--- config.mk ---
export PLATFORM = sky130hd
export DESIGN_NAME = header_parser
export DESIGN_NICKNAME = d
export VERILOG_FILES = /design/src/rtl/header_parser.sv
export SDC_FILE = /design/constraint.sdc
export NUM_CORES = 1
export LEC_CHECK = 0
export BUFFER_PORTS_ARGS = -buffer_cell sky130_fd_sc_hd__buf_2
export CAP_MARGIN = 10
export CORE_AREA = 2 2 614 616
export CTS_BUF_LIST = sky130_fd_sc_hd__clkbuf_8
export DETAILED_ROUTE_END_ITERATION = 10
export DIE_AREA = 0 0 616 618
export MAX_ROUTING_LAYER = met4
export PLACE_DENSITY_LB_ADDON = 0.25
export SLEW_MARGIN = 30
export SYNTH_ARGS = -nofsm -noshare
export SYNTH_HDL_FRONTEND = slang
export SYNTH_SLANG_ARGS = --single-unit
--- constraint.sdc ---
create_clock -name clk -period 5.6 [get_ports clk]
set_input_delay 0.56 -clock clk [delete_from_list [all_inputs] [get_ports clk]]
set_output_delay 0.56 -clock clk [all_outputs]
set_load 0.05 [all_outputs]
--- src/rtl/header_parser.sv ---
// -----------------------------------------------------------------------------
// header_parser
//
// Walks a captured packet header one protocol layer per clock:
//   ETH -> (VLAN) -> (IPV4) -> (TCP | UDP)
// and reports, for each known header ID, whether it is present and at which
// byte offset it starts. Header IDs: 0 Ethernet, 1 IPv4, 2 TCP, 3 UDP, 4 VLAN.
// All other IDs always read offset 0 / valid 0.
//
// Ports
//   clk            clock, all state changes on the rising edge
//   rst            asynchronous reset, active low
//   start_i        new header available (only looked at while idle)
//   pkt_hdr_i      raw header, byte 0 (first on the wire) in bits [7:0]
//   ready_o        parse finished; every output below is valid while high
//   pkt_hdr_o      copy of pkt_hdr_i taken when start_i was accepted
//   parsed_hdrs_o  32-bit byte offset per header ID, ID i in bits [i*32 +: 32]
//   hdr_valid_o    bit i set = header ID i present
//   err_o          malformed (IHL < 5) or truncated header seen
// -----------------------------------------------------------------------------
module header_parser #(
    parameter int HDR_MAX_LEN = 64,
    parameter int NUM_HEADERS = 16
) (
    input  logic                      clk,
    input  logic                      rst,
    input  logic                      start_i,
    input  logic [HDR_MAX_LEN*8-1:0]  pkt_hdr_i,
    output logic                      ready_o,
    output logic [HDR_MAX_LEN*8-1:0]  pkt_hdr_o,
    output logic [NUM_HEADERS*32-1:0] parsed_hdrs_o,
    output logic [NUM_HEADERS-1:0]    hdr_valid_o,
    output logic                      err_o
);

    localparam logic [2:0] ST_IDLE = 3'd0;
    localparam logic [2:0] ST_ETH  = 3'd1;
    localparam logic [2:0] ST_VLAN = 3'd2;
    localparam logic [2:0] ST_IPV4 = 3'd3;
    localparam logic [2:0] ST_L4   = 3'd4;

    localparam int ID_ETH  = 0;
    localparam int ID_IPV4 = 1;
    localparam int ID_TCP  = 2;
    localparam int ID_UDP  = 3;
    localparam int ID_VLAN = 4;

    localparam int AW = (HDR_MAX_LEN > 1) ? $clog2(HDR_MAX_LEN) : 1;

    logic [2:0]  state_reg;
    logic [31:0] cur_off_reg;          // offset of the header the next state parses
    logic        l4_udp_reg;           // L4 state parses UDP (1) or TCP (0)
    logic        ready_reg;
    logic        err_reg;
    logic [NUM_HEADERS-1:0] valid_reg;
    logic [31:0] off_reg [NUM_HEADERS];
    logic [7:0]  hdr_mem_reg [HDR_MAX_LEN];

    // Byte fetch from the captured header; anything past the end reads as 0.
    // Every state checks truncation before trusting what it reads.
    function automatic logic [7:0] hdr_byte(input logic [31:0] idx);
        logic [7:0] b;
        b = 8'h00;
        if (idx < 32'(HDR_MAX_LEN)) begin
            b = hdr_mem_reg[idx[AW-1:0]];
        end
        return b;
    endfunction

    function automatic logic [3:0] hdr_low_nibble(input logic [31:0] idx);
        logic [3:0] n;
        n = 4'h0;
        if (idx < 32'(HDR_MAX_LEN)) begin
            n = hdr_mem_reg[idx[AW-1:0]][3:0];
        end
        return n;
    endfunction

    // off + len <= HDR_MAX_LEN, evaluated in 33 bits so a huge offset cannot wrap.
    function automatic logic fits(input logic [31:0] off, input logic [31:0] len);
        return ({1'b0, off} + {1'b0, len}) <= 33'(HDR_MAX_LEN);
    endfunction

    logic [15:0] eth_type;
    logic [15:0] vlan_type;
    logic [3:0]  ip_ihl;
    logic [31:0] ip_len;
    logic [7:0]  ip_proto;
    logic [31:0] l4_min_len;

    always_comb begin
        eth_type   = {hdr_byte(32'd12), hdr_byte(32'd13)};
        vlan_type  = {hdr_byte(32'd16), hdr_byte(32'd17)};
        ip_ihl     = hdr_low_nibble(cur_off_reg);
        ip_len     = {26'd0, ip_ihl, 2'b00};
        ip_proto   = hdr_byte(cur_off_reg + 32'd9);
        l4_min_len = l4_udp_reg ? 32'd8 : 32'd20;
    end

    always_ff @(posedge clk or negedge rst) begin
        if (!rst) begin
            state_reg   <= ST_IDLE;
            cur_off_reg <= '0;
            l4_udp_reg  <= 1'b0;
            ready_reg   <= 1'b0;
            err_reg     <= 1'b0;
            valid_reg   <= '0;
            for (int i = 0; i < NUM_HEADERS; i++) begin
                off_reg[i] <= '0;
            end
            for (int i = 0; i < HDR_MAX_LEN; i++) begin
                hdr_mem_reg[i] <= 8'h00;
            end
        end else begin
            case (state_reg)
                ST_IDLE: begin
                    // Outputs hold their last result here until a new start.
                    if (start_i) begin
                        for (int i = 0; i < HDR_MAX_LEN; i++) begin
                            hdr_mem_reg[i] <= pkt_hdr_i[i*8 +: 8];
                        end
                        for (int i = 0; i < NUM_HEADERS; i++) begin
                            off_reg[i] <= '0;
                        end
                        valid_reg   <= '0;
                        err_reg     <= 1'b0;
                        ready_reg   <= 1'b0;
                        cur_off_reg <= '0;
                        state_reg   <= ST_ETH;
                    end
                end

                ST_ETH: begin
                    if (!fits(32'd0, 32'd14)) begin
                        err_reg   <= 1'b1;
                        ready_reg <= 1'b1;
                        state_reg <= ST_IDLE;
                    end else begin
                        valid_reg[ID_ETH] <= 1'b1;
                        off_reg[ID_ETH]   <= 32'd0;
                        if (eth_type == 16'h8100) begin
                            cur_off_reg <= 32'd14;
                            state_reg   <= ST_VLAN;
                        end else if (eth_type == 16'h0800) begin
                            cur_off_reg <= 32'd14;
                            state_reg   <= ST_IPV4;
                        end else begin
                            ready_reg <= 1'b1;
                            state_reg <= ST_IDLE;
                        end
                    end
                end

                ST_VLAN: begin
                    if (!fits(32'd14, 32'd4)) begin
                        err_reg   <= 1'b1;
                        ready_reg <= 1'b1;
                        state_reg <= ST_IDLE;
                    end else begin
                        valid_reg[ID_VLAN] <= 1'b1;
                        off_reg[ID_VLAN]   <= 32'd14;
                        if (vlan_type == 16'h0800) begin
                            cur_off_reg <= 32'd18;
                            state_reg   <= ST_IPV4;
                        end else begin
                            ready_reg <= 1'b1;
                            state_reg <= ST_IDLE;
                        end
                    end
                end

                ST_IPV4: begin
                    if (cur_off_reg >= 32'(HDR_MAX_LEN)) begin
                        // Not even the version/IHL byte is inside the buffer.
                        err_reg   <= 1'b1;
                        ready_reg <= 1'b1;
                        state_reg <= ST_IDLE;
                    end else if (ip_ihl < 4'd5) begin
                        // Malformed but present: the header is still reported.
                        valid_reg[ID_IPV4] <= 1'b1;
                        off_reg[ID_IPV4]   <= cur_off_reg;
                        err_reg            <= 1'b1;
                        ready_reg          <= 1'b1;
                        state_reg          <= ST_IDLE;
                    end else if (!fits(cur_off_reg, ip_len)) begin
                        err_reg   <= 1'b1;
                        ready_reg <= 1'b1;
                        state_reg <= ST_IDLE;
                    end else begin
                        valid_reg[ID_IPV4] <= 1'b1;
                        off_reg[ID_IPV4]   <= cur_off_reg;
                        if (ip_proto == 8'd6 || ip_proto == 8'd17) begin
                            l4_udp_reg  <= (ip_proto == 8'd17);
                            cur_off_reg <= cur_off_reg + ip_len;
                            state_reg   <= ST_L4;
                        end else begin
                            ready_reg <= 1'b1;
                            state_reg <= ST_IDLE;
                        end
                    end
                end

                ST_L4: begin
                    if (!fits(cur_off_reg, l4_min_len)) begin
                        err_reg <= 1'b1;
                    end else if (l4_udp_reg) begin
                        valid_reg[ID_UDP] <= 1'b1;
                        off_reg[ID_UDP]   <= cur_off_reg;
                    end else begin
                        valid_reg[ID_TCP] <= 1'b1;
                        off_reg[ID_TCP]   <= cur_off_reg;
                    end
                    ready_reg <= 1'b1;
                    state_reg <= ST_IDLE;
                end

                default: begin
                    state_reg <= ST_IDLE;
                end
            endcase
        end
    end

    assign ready_o     = ready_reg;
    assign err_o       = err_reg;
    assign hdr_valid_o = valid_reg;

    genvar gi;
    generate
        for (gi = 0; gi < HDR_MAX_LEN; gi++) begin : g_pkt_out
            assign pkt_hdr_o[gi*8 +: 8] = hdr_mem_reg[gi];
        end
        for (gi = 0; gi < NUM_HEADERS; gi++) begin : g_off_out
            assign parsed_hdrs_o[gi*32 +: 32] = off_reg[gi];
        end
    endgenerate

endmodule

# [Word level (Yosys, flattened, before mapping)]
# Cells that the tools add are included.
[totals] elab_cells=203 output_inout_bits=1042 in_bits=515 ff_bits=715
[classes] mux=63 bitwise=4 n_eq_ne=26 n_addsub=4 n_reduce_logical=19 n_lt_le_gt_ge=8
[op_table] operator="$mux 512" n=1
[op_table] operator="$mux 32" n=13
[op_table] operator="$pmux 32 s2" n=3
[op_table] operator="$pmux 32 s4" n=1
[op_table] operator="$pmux 64 s2" n=1
[op_table] operator="$bmux 8 s6" n=2
[op_table] operator="$le 33x7->1 const B" n=2
[op_table] operator="$lt 32x7->1 const B" n=2
[op_table] operator="$mux 64" n=1
[op_table] operator="$add 32x5->33" n=1
[op_table] operator="$add 32x6->33" n=1
[op_table] operator="$add 32x4->32 const B" n=1
[op_table] operator="$add 32x6->32" n=1
[op_table] operator="$eq 16x12->1 const B" n=2
[op_table] operator="$ge 32x7->1 const B" n=1
[op_table] operator="$ne 2x2->1 const B" n=13
[op_table] operator="$mux 8" n=3
[op_table] operator="$mux 1" n=17
[op_table] operator="$eq 16x16->1 const B" n=1
[op_table] operator="$reduce_and 4->1" n=4
[op_table] operator="$mux 3" n=5
[op_table] operator="$ge 7x7->1 const B" n=2
[op_table] operator="$not 6->7" n=2
[op_table] operator="$mux 4" n=3
[op_table] operator="other kinds (27)" n=41

# [Depth between registers and ports, before layout]
# Gate-level depths: netlist of run 1.
[depth] word_depth=13 ltp_mapped=21 ltp_nobuf=16

# [Worst setup path after synthesis of run 1]
# No wires, ideal clock.
[synth_timing] path_type="reg2reg" from="register cur_off_reg[1]" to="register cur_off_reg[2]" required_time_ns=5.474 arrival_ns=4.693 path_slack_ns=0.781 setup_ns=0.126 path_buffers=3 path_stages_with_launch=19 synth_period_minus_slack_ns=4.819 cell_sequence="dfrtp_1 -> buf_2 -> buf_6 -> buf_2 -> mux4_2 -> a22oi_1 -> a21oi_1 -> o21ai_0 -> inv_1 -> ha_1 -> and3_1 -> a221o_1 -> or4_1 -> a221oi_1 -> nand4_1 -> nor4b_2 -> and2_1 -> nand4_1 -> o311a_1"
[synth_between] elab_chain_len=11 word_cells_on_any_way=31 classes_between="add/sub (3); order compare (5); eq/ne (6); mux (13); bitwise (2); reduce/logical (2)"
[synth_rtl] element="start, declared" line_no="51" text="logic [31:0] cur_off_reg;"
[synth_rtl] element="start signal, assigned" line_no="194" text="cur_off_reg <= cur_off_reg + ip_len;"
[synth_rtl] element="parallel branches: the longest is 11 deep, another holds $add 32x6->33"
# Several ways; the timed one is not identified. The select of a mux whose other input is x is not followed.
# A chain may end at the register's enable or synchronous reset.

# [Worst setup path after layout of run 1]
[layout_timing] from="register cur_off_reg[1]" to="register off_reg (netlist bit parsed_hdrs_o[34])"
[layout_between] elab_chain_len=9 word_cells_on_any_way=16 classes_between="add/sub (1); order compare (4); eq/ne (2); mux (7); bitwise (1); reduce/logical (1)"
[layout_rtl] element="$not 6->7 (not written as such)" line_no="74" text="n = hdr_mem_reg[idx[AW-1:0]][3:0];"
[layout_rtl] element="$bmux 8 s6" line_no="74"
[layout_rtl] element="$mux 4 (not written as such) (2 in series)" line_no="74"
[layout_rtl] element="$mux 4" line_no="73" text="if (idx < 32'(HDR_MAX_LEN)) begin"
[layout_rtl] element="$add 32x6->33 / $lt 4x3->1 (equally long branches)" line_no="81, 178"
[layout_rtl] element="$le 33x7->1 / $mux 32 (equally long branches)" line_no="81, 178"
[layout_rtl] element="$ne 3x3->1 (no source line) / $mux 32 (equally long branches)"
[layout_rtl] element="$reduce_and 4->1 (no source line) / $pmux 32 s2 (equally long branches)"
[layout_rtl] element="end signal, assigned by index" line_no="181" text="off_reg[ID_IPV4] <= cur_off_reg;"
[layout_rtl] element="end signal, assigned by index" line_no="191" text="off_reg[ID_IPV4] <= cur_off_reg;"
[layout_rtl] element="end signal, assigned by index" line_no="208" text="off_reg[ID_UDP] <= cur_off_reg;"
[layout_rtl] element="end, declared" line_no="56" text="logic [31:0] off_reg [NUM_HEADERS];"
# Several ways; a longest one is shown, not always the timed one. The select of a mux whose other input is x is not followed.

==> results.md, run 1 <==
* FFs w/ async S/R, synth at 100%
* Fin. max-slew vios at 0
* Row count at 225
* Post-Syn Area at 32,100 µm²
* Leak at 25.5 nW
* Met2 routed WL at 137,000 µm
* Met3 WL at 28,100 µm
* Fraction of layout instances using a drive strength above 1 at 29.8%
* I/O Buffers at 1,129
* Actual slew at the worst max-slew pin at 1080 ps
* Max reg flops at 512
* Startpoint class of the critical path: register
* Initial antenna violation count at 123
* Vias/cell at 3.12
* CTS Buffer Depth at 4
* Clock transition at path regs at 70 ps
* Num CTS Buffers at 155
* Uppermost layer routed: met4
* CP max FO at 7
* Clock root cell: clkbuf_8
* Mean Syn Cell Area at 8.99 µm²
* Final Wtd Congestion at 0.936
* Synth Register Bits at 647
* Setup tns final at 0 ps
* Worst setup margin at 275 ps
* Number of distinct library cells after synthesis at 85
* First-pass GRT wire length at 357,000 µm
* Chip Height at 618 µm
* DR pass1 iterations at 5
* Vias in the first global route at 33,000
* Max Fclk at 188 MHz
* Max H-tree Level at 4
* Post-Syn Instances at 3,565
* Pwr/cell area at 677 nW/µm²
* Fin crit share at 95.1%
* Max-cap viol count at 0
* Die Wd at 616 µm
* Starting Density at 8.57%
* Clock Sinks at 647
* Unrepaired setup endpoints after global routing: false
* Fin nets at 5,828
* Final ANT Viol Nets at 0
* WHS at 190 ps
* Post-Place Worst Slack at 137 ps
* Worst Skew at 108 ps
* Later-pin clock latency in the skew report at 990 ps
* P&R area growth vs syn at 60.2%
* Endpoints failing setup at 0
* Ys flop type: dfrtp_1
* CTS tree: done
* Syn. warnings at 0
* Post-synth EDFFs at 0
* Critical path data required time at 6450 ps
* Core area at 374,000 µm²
* Most numerous cell in the Yosys netlist: nand2_1
* Maximum VDD drop at 0.624 mV
* Fin util at 13.7%
* Io pins at 1,557
* Status: finished, final reports clean
* CP Data Arrival Time at 6170 ps
* Detailed Route WL at 282,000 µm
* Top cell type by total area after synthesis: dfrtp_1
* Tightest slew margin relative to the limit at 27.3%
* # DRC at 0
* Number of DRC markers in iteration 0 at 1,818
* Setup CP Type: register to register
* Register area share after synthesis at 50.5%
* Largest net degree at the start of global routing at 157
* Post-DP HPWL at 236,000 µm
* Synth cell count leaders: nand2_1, dfrtp_1, buf_4
* Routed vias at 32,600
* Final min period at 5320 ps
* Crit end category: register
* DR WL/cell at 27.0 µm
* Metal-1 WL at 108,000 µm
* Grt ovf at 0
* Synth top area cells: dfrtp_1, nand2_1, buf_4
* Post-synth top area share at 50.5%
* Die ar. at 381,000 µm²
* Tightest Hold Check Type: input pin to asynchronous set/reset pin
* Final Hold Violating Endpoints at 0
* Total GRT Usage at 14.7%
[placed cells by master, fill, tap and decap left out, drive strengths merged, types with 8 or more instances in the layout]
| cell type | synthesis | final |
|---|---|---|
| nand2b | 8 | 8 |
| clkinv | 1 | 16 |
| nand3 | 30 | 30 |
| buf | 474 | 1266 |
| o2bb2ai | 8 | 8 |
| clkbuf | 152 | 191 |
| nor4 | 41 | 41 |
| a32o | 9 | 9 |
| nor3 | 34 | 34 |
| nor4b | 8 | 8 |
| dlygate4sd3 | 0 | 514 |
| a21oi | 37 | 37 |
| conb | 1 | 427 |
| mux2i | 8 | 8 |
| diode | 0 | 37 |
| inv | 23 | 79 |
| and2 | 80 | 80 |
| nand2 | 1593 | 1593 |
| dfrtp | 647 | 647 |
| nor2b | 32 | 32 |
| nand4 | 28 | 28 |
| mux4 | 78 | 78 |
| xnor2 | 15 | 15 |
| o22ai | 14 | 14 |
| or4 | 14 | 14 |
| or3 | 8 | 8 |
| o21ai | 34 | 34 |
| ha | 8 | 8 |
| nor2 | 49 | 49 |
| a31oi | 11 | 11 |
[worst max-delay path: stages, from the launching register on]
cell and delay (ps):
dfrtp_4 570, buf_12 180, buf_4 150, buf_4 170, mux4_2 470, o22ai_1 90, buf_4 170, nor4_4 310
and2_4 190, ha_1 220, a21o_1 200, a221o_1 380, or4_4 430, a221oi_2 260, nand4_1 190, nor4b_4 400
and2_4 230, buf_4 110, o211a_1 200, buf_12 130, o2bb2ai_1 110
[area by class of cell]
type,count,area (µm²)
repair buffers,1781,12100
clock inverters,81,485
clock buffers,190,2620
multi-input cells,2694,13500
fillers,43000,323000
well taps,4994,6250
flip-flops and latches,647,16200
inverters,24,90.1
diodes,37,92.6
[worst paths after layout]
kind / start / endpoint / slack, ps / cells after the start
worst max-delay path: cur_off_reg[1] / parsed_hdrs_o[34] / 280 / 20
worst min-delay path: rst / parsed_hdrs_o[67] / 190 / 2
worst max register to register: cur_off_reg[1] / parsed_hdrs_o[34] / 280 / 20
worst min register to register: pkt_hdr_o[310] / pkt_hdr_o[310] / 470 / 2
max in group asynchronous: rst / pkt_hdr_o[360] / 3840 / 4
min in group clk: pkt_hdr_i[408] / pkt_hdr_o[408] / 310 / 4
[kinds of logic (layout without fill, tap and decap cells)]
logic type,Yosys count,in the layout,synth area share [%]
XOR/XNOR,21,21,0.597
flip-flops,647,647,50.5
AND/OR/NAND/NOR,1957,1957,25.6
AO/OA/AOI/OAI,191,191,4.19
adder cells (fa/ha/maj),10,10,0.437
buffers and inverters,650,2076,12.9
other,1,464,0.0117
multiplexers,88,88,5.80
[where the power goes]
group | internal, mW | switching [mW]
Combinational | 4.16 | 15.6
Sequential | 6.54 | 2.41
Clock | 3.20 | 2.81
[timing repair]
action | in CTS | in global routing
gates resized for setup | 0 | 13
endpoints found under the setup margin | 0 | 41
hold endpoints to repair | 559 | 0
hold buffers | 514 | 0
buffers inserted | 0 | 6
[stage by stage]
stage | std cells | power (mW) | cell area, µm²
global placement | 9616 | 28.9 | 42800
CTS | 10400 | 35.6 | 51000
finish | 10400 | 34.8 | 51400
floorplan | 3991 | 19.3 | 33700
detailed placement | 9617 | 28.9 | 42800
global route | 10400 | 36.6 | 51300
[layer usage]
metal,vias up,track usage (%)
met2,1438,24.7
met5,-,-
met4,0,3.54
li1,14200,-
met3,421,6.12
met1,16500,16.0
Note: power is estimated with default switching activity, not from simulation.
==> run 2, diff against run 1 <==
--- a/config.mk
+++ b/config.mk
@@ -7,10 +7,12 @@
 export LEC_CHECK = 0
 export BUFFER_PORTS_ARGS = -buffer_cell sky130_fd_sc_hd__buf_2
 export CAP_MARGIN = 10
-export CORE_AREA = 2 2 614 616
+export CELL_PAD_IN_SITES_DETAIL_PLACEMENT = 0
+export CELL_PAD_IN_SITES_GLOBAL_PLACEMENT = 1
+export CORE_AREA = 2 2 610 612
 export CTS_BUF_LIST = sky130_fd_sc_hd__clkbuf_8
 export DETAILED_ROUTE_END_ITERATION = 10
-export DIE_AREA = 0 0 616 618
+export DIE_AREA = 0 0 612 614
 export MAX_ROUTING_LAYER = met4
 export PLACE_DENSITY_LB_ADDON = 0.25
 export SLEW_MARGIN = 30
==> results.md, run 2 (same netlist as run 1, synthesis figures left out) <==
* Status: finished, final reports clean
* Final Wtd Congestion at 0.890 (-4.9%)
* R2R cell count at 19 (-5.0%)
* # DRC at 0 (unchanged)
* Actual slew at the worst max-slew pin at 962 ps (-119 ps)
* I/O Buffers at 1,129 (unchanged)
* Final min period at 5430 ps (+109 ps)
* Largest net degree at the start of global routing at 146 (-7.0%)
* Clock root cell: clkbuf_8
* Die Wd at 612 µm (-0.65%)
* Worst Skew at 96.7 ps (-10.9 ps)
* Flop pwr share at 26.5% (+0.7 points)
* Clk pwr share at 17.6% (+0.3 points)
* First-pass GRT wire length at 347,000 µm (-2.9%)
* Tightest slew margin relative to the limit at 35.9% (+8.6 points)
* Setup CP Type: register to register
* Tot Pwr at 34.4 mW (-1.0%)
* Commonest non-fill, non-tap cell in the layout: nand2_1
* Initial antenna violation count at 138 (+12%)
* RR Startpoint: cur_off_reg[1]
* Clock Sinks at 647 (unchanged)
* Logic pwr share at 55.9% (-1.1 points)
* P_sw at 20.6 mW (-1.4%)
* Max-cap viol count at 0 (unchanged)
* Final ANT Viol Nets at 0 (unchanged)
* Commonest non-fill, non-tap cells in the layout: nand2_1, buf_2, dfrtp_1
* Io pins at 1,557 (unchanged)
* Die ar. at 376,000 µm² (-1.3%)
* DR pass1 iterations at 5 (unchanged)
* Fraction of layout instances using a drive strength above 1 at 29.5% (-0.29 points)
* Detailed Route WL at 274,000 µm (-3.0%)
* Num CTS Buffers at 158 (+1.9%)
* Vias/cell at 3.10 (-0.67%)
* Total GRT Usage at 14.5% (-0.24 points)
* Later-pin clock latency in the skew report at 960 ps (-30 ps)
* P&R area growth vs syn at 59.6%
* Post-DP HPWL at 228,000 µm (-3.2%)
* Maximum VDD drop at 0.392 mV (-37%)
* CTS Buffer Depth at 4 (unchanged)
* Endpoints failing setup at 0 (unchanged)
* Tightest Hold Check Type: input pin to asynchronous set/reset pin
* Critical path data required time at 6430 ps (-20 ps)
* CP Data Arrival Time at 6260 ps (+90 ps)
* DR WL/cell at 26.3 µm (-2.7%)
* Final Hold Violating Endpoints at 0 (unchanged)
* R2r endpoint: parsed_hdrs_o[33]
* Max Fclk at 184 MHz (-2.0%)
* Fin crit share at 97.0% (+1.9 points)
* Row count at 224 (-0.44%)
* Max reg flops at 512 (unchanged)
* Startpoint class of the critical path: register
* Setup tns final at 0 ps (unchanged)
* Max H-tree Level at 4 (unchanged)
* Routed vias at 32,200 (-0.96%)
* Fin util at 13.8% (+0.097 points)
* Worst R2R Setup Slack at 170 ps (-110 ps)
* Leak at 25.4 nW (-0.23%)
* Sw frac at 59.7% (-0.27 points)
* CP max FO at 14 (+7)
* Chip Height at 614 µm (-0.65%)
* Pwr/cell area at 673 nW/µm² (-0.65%)
* Starting Density at 8.66% (+0.090 points)
* P_int at 13.9 mW (-0.33%)
* Fin. max-slew vios at 0 (unchanged)
* Core area at 370,000 µm² (-1.0%)
* Fin nets at 5,815 (-0.22%)
* Clock transition at path regs at 60 ps (about the same)
* Grt ovf at 0 (unchanged)
* Number of DRC markers in iteration 0 at 1,808 (-0.55%)
* CTS tree: done
* Crit end category: register
* Vias in the first global route at 32,400 (-1.8%)
run 2: cell count changes in the layout (fill, tap and decap cells not counted), moves of 4 or more:
cell,before,now
buf_12,18,14
clkinvlp_4,7,0
nor4_2,3,10
clkbuf_8,190,200
nor4_1,35,30
buf_4,114,104
diode_2,37,44
run 2: stage by stage:
| step | cells | instance area [µm²] | hold WS (ps) | setup WS, ps |
|---|---|---|---|---|
| final | 10400 | 51200 | 152 | 166 |
| after global routing | 10400 | 51100 | 95.3 | -2.87 |
| after CTS | 10400 | 50900 | 75.2 | 58.2 |
| after detailed placement | 9585 | 42700 | 457 | 38.5 |
| after global placement | 9585 | 42600 | 454 | -90.2 |
| after floorplan | 3991 | 33700 | 264 | 781 |
run 2: repair_timing:
item	CTS	global route
gates resized for setup	2	6
endpoints found under the hold margin	570	0
pin swaps	0	2
setup buffers	0	2
setup endpoints to repair	31	38
hold buffers	513	0
run 2: worst max-delay path by stage:
| stage | start | endpoint | cells after the start |
|---|---|---|---|
| after floorplan | cur_off_reg[1] | cur_off_reg[2] | 18 |
| after global placement | cur_off_reg[1] | parsed_hdrs_o[37] | 18 |
| after detailed placement | cur_off_reg[1] | parsed_hdrs_o[37] | 18 |
| after CTS | cur_off_reg[1] | parsed_hdrs_o[34] | 19 |
| after global routing | cur_off_reg[1] | parsed_hdrs_o[56] | 18 |
| final | cur_off_reg[1] | parsed_hdrs_o[33] | 19 |
run 2: area by class of cell:
class | count | area (µm²)
antenna | 44 | 110
clock buffer | 200 | 2750
clock inverter | 72 | 370
fill | 42600 | 319000
inverter | 24 | 90.1
multi-input combinational | 2694 | 13500
sequential | 647 | 16200
tap | 4972 | 6220
timing repair buffer | 1765 | 12000
run 2: worst max-delay path, cell delays in order (launching register included):
cell	delay, ps
dfrtp_4	520
buf_12	210
mux4_2	660
a22oi_1	280
buf_4	200
a21oi_1	80
o21ai_1	210
inv_1	70
ha_1	300
and3_1	170
a221o_1	350
or4_1	450
a221oi_2	300
nand4_1	180
nor4b_4	410
and2_1	250
buf_4	150
o211a_1	210
buf_12	140
o2bb2ai_1	110
run 2: power groups by stage:
stage               clock [mW]  combinational [mW]  sequential [mW]
finish                    6.06                19.3             9.11
global route              6.54                20.4             9.36
detailed placement           0                19.4             9.25
CTS                       6.39                19.8             9.21
global placement             0                19.5             9.21
floorplan                    0                4.91             14.4
run 2: layer usage:
metal / GRT usage, % / vias up / share of wire (%)
met3: 4.54 / 389 / 7.8
li1: - / 14300 / -
met2: 24.3 / 1340 / 49
met4: 2.51 / 0 / 2.2
met1: 17.0 / 16300 / 41
met5: - / - / 0
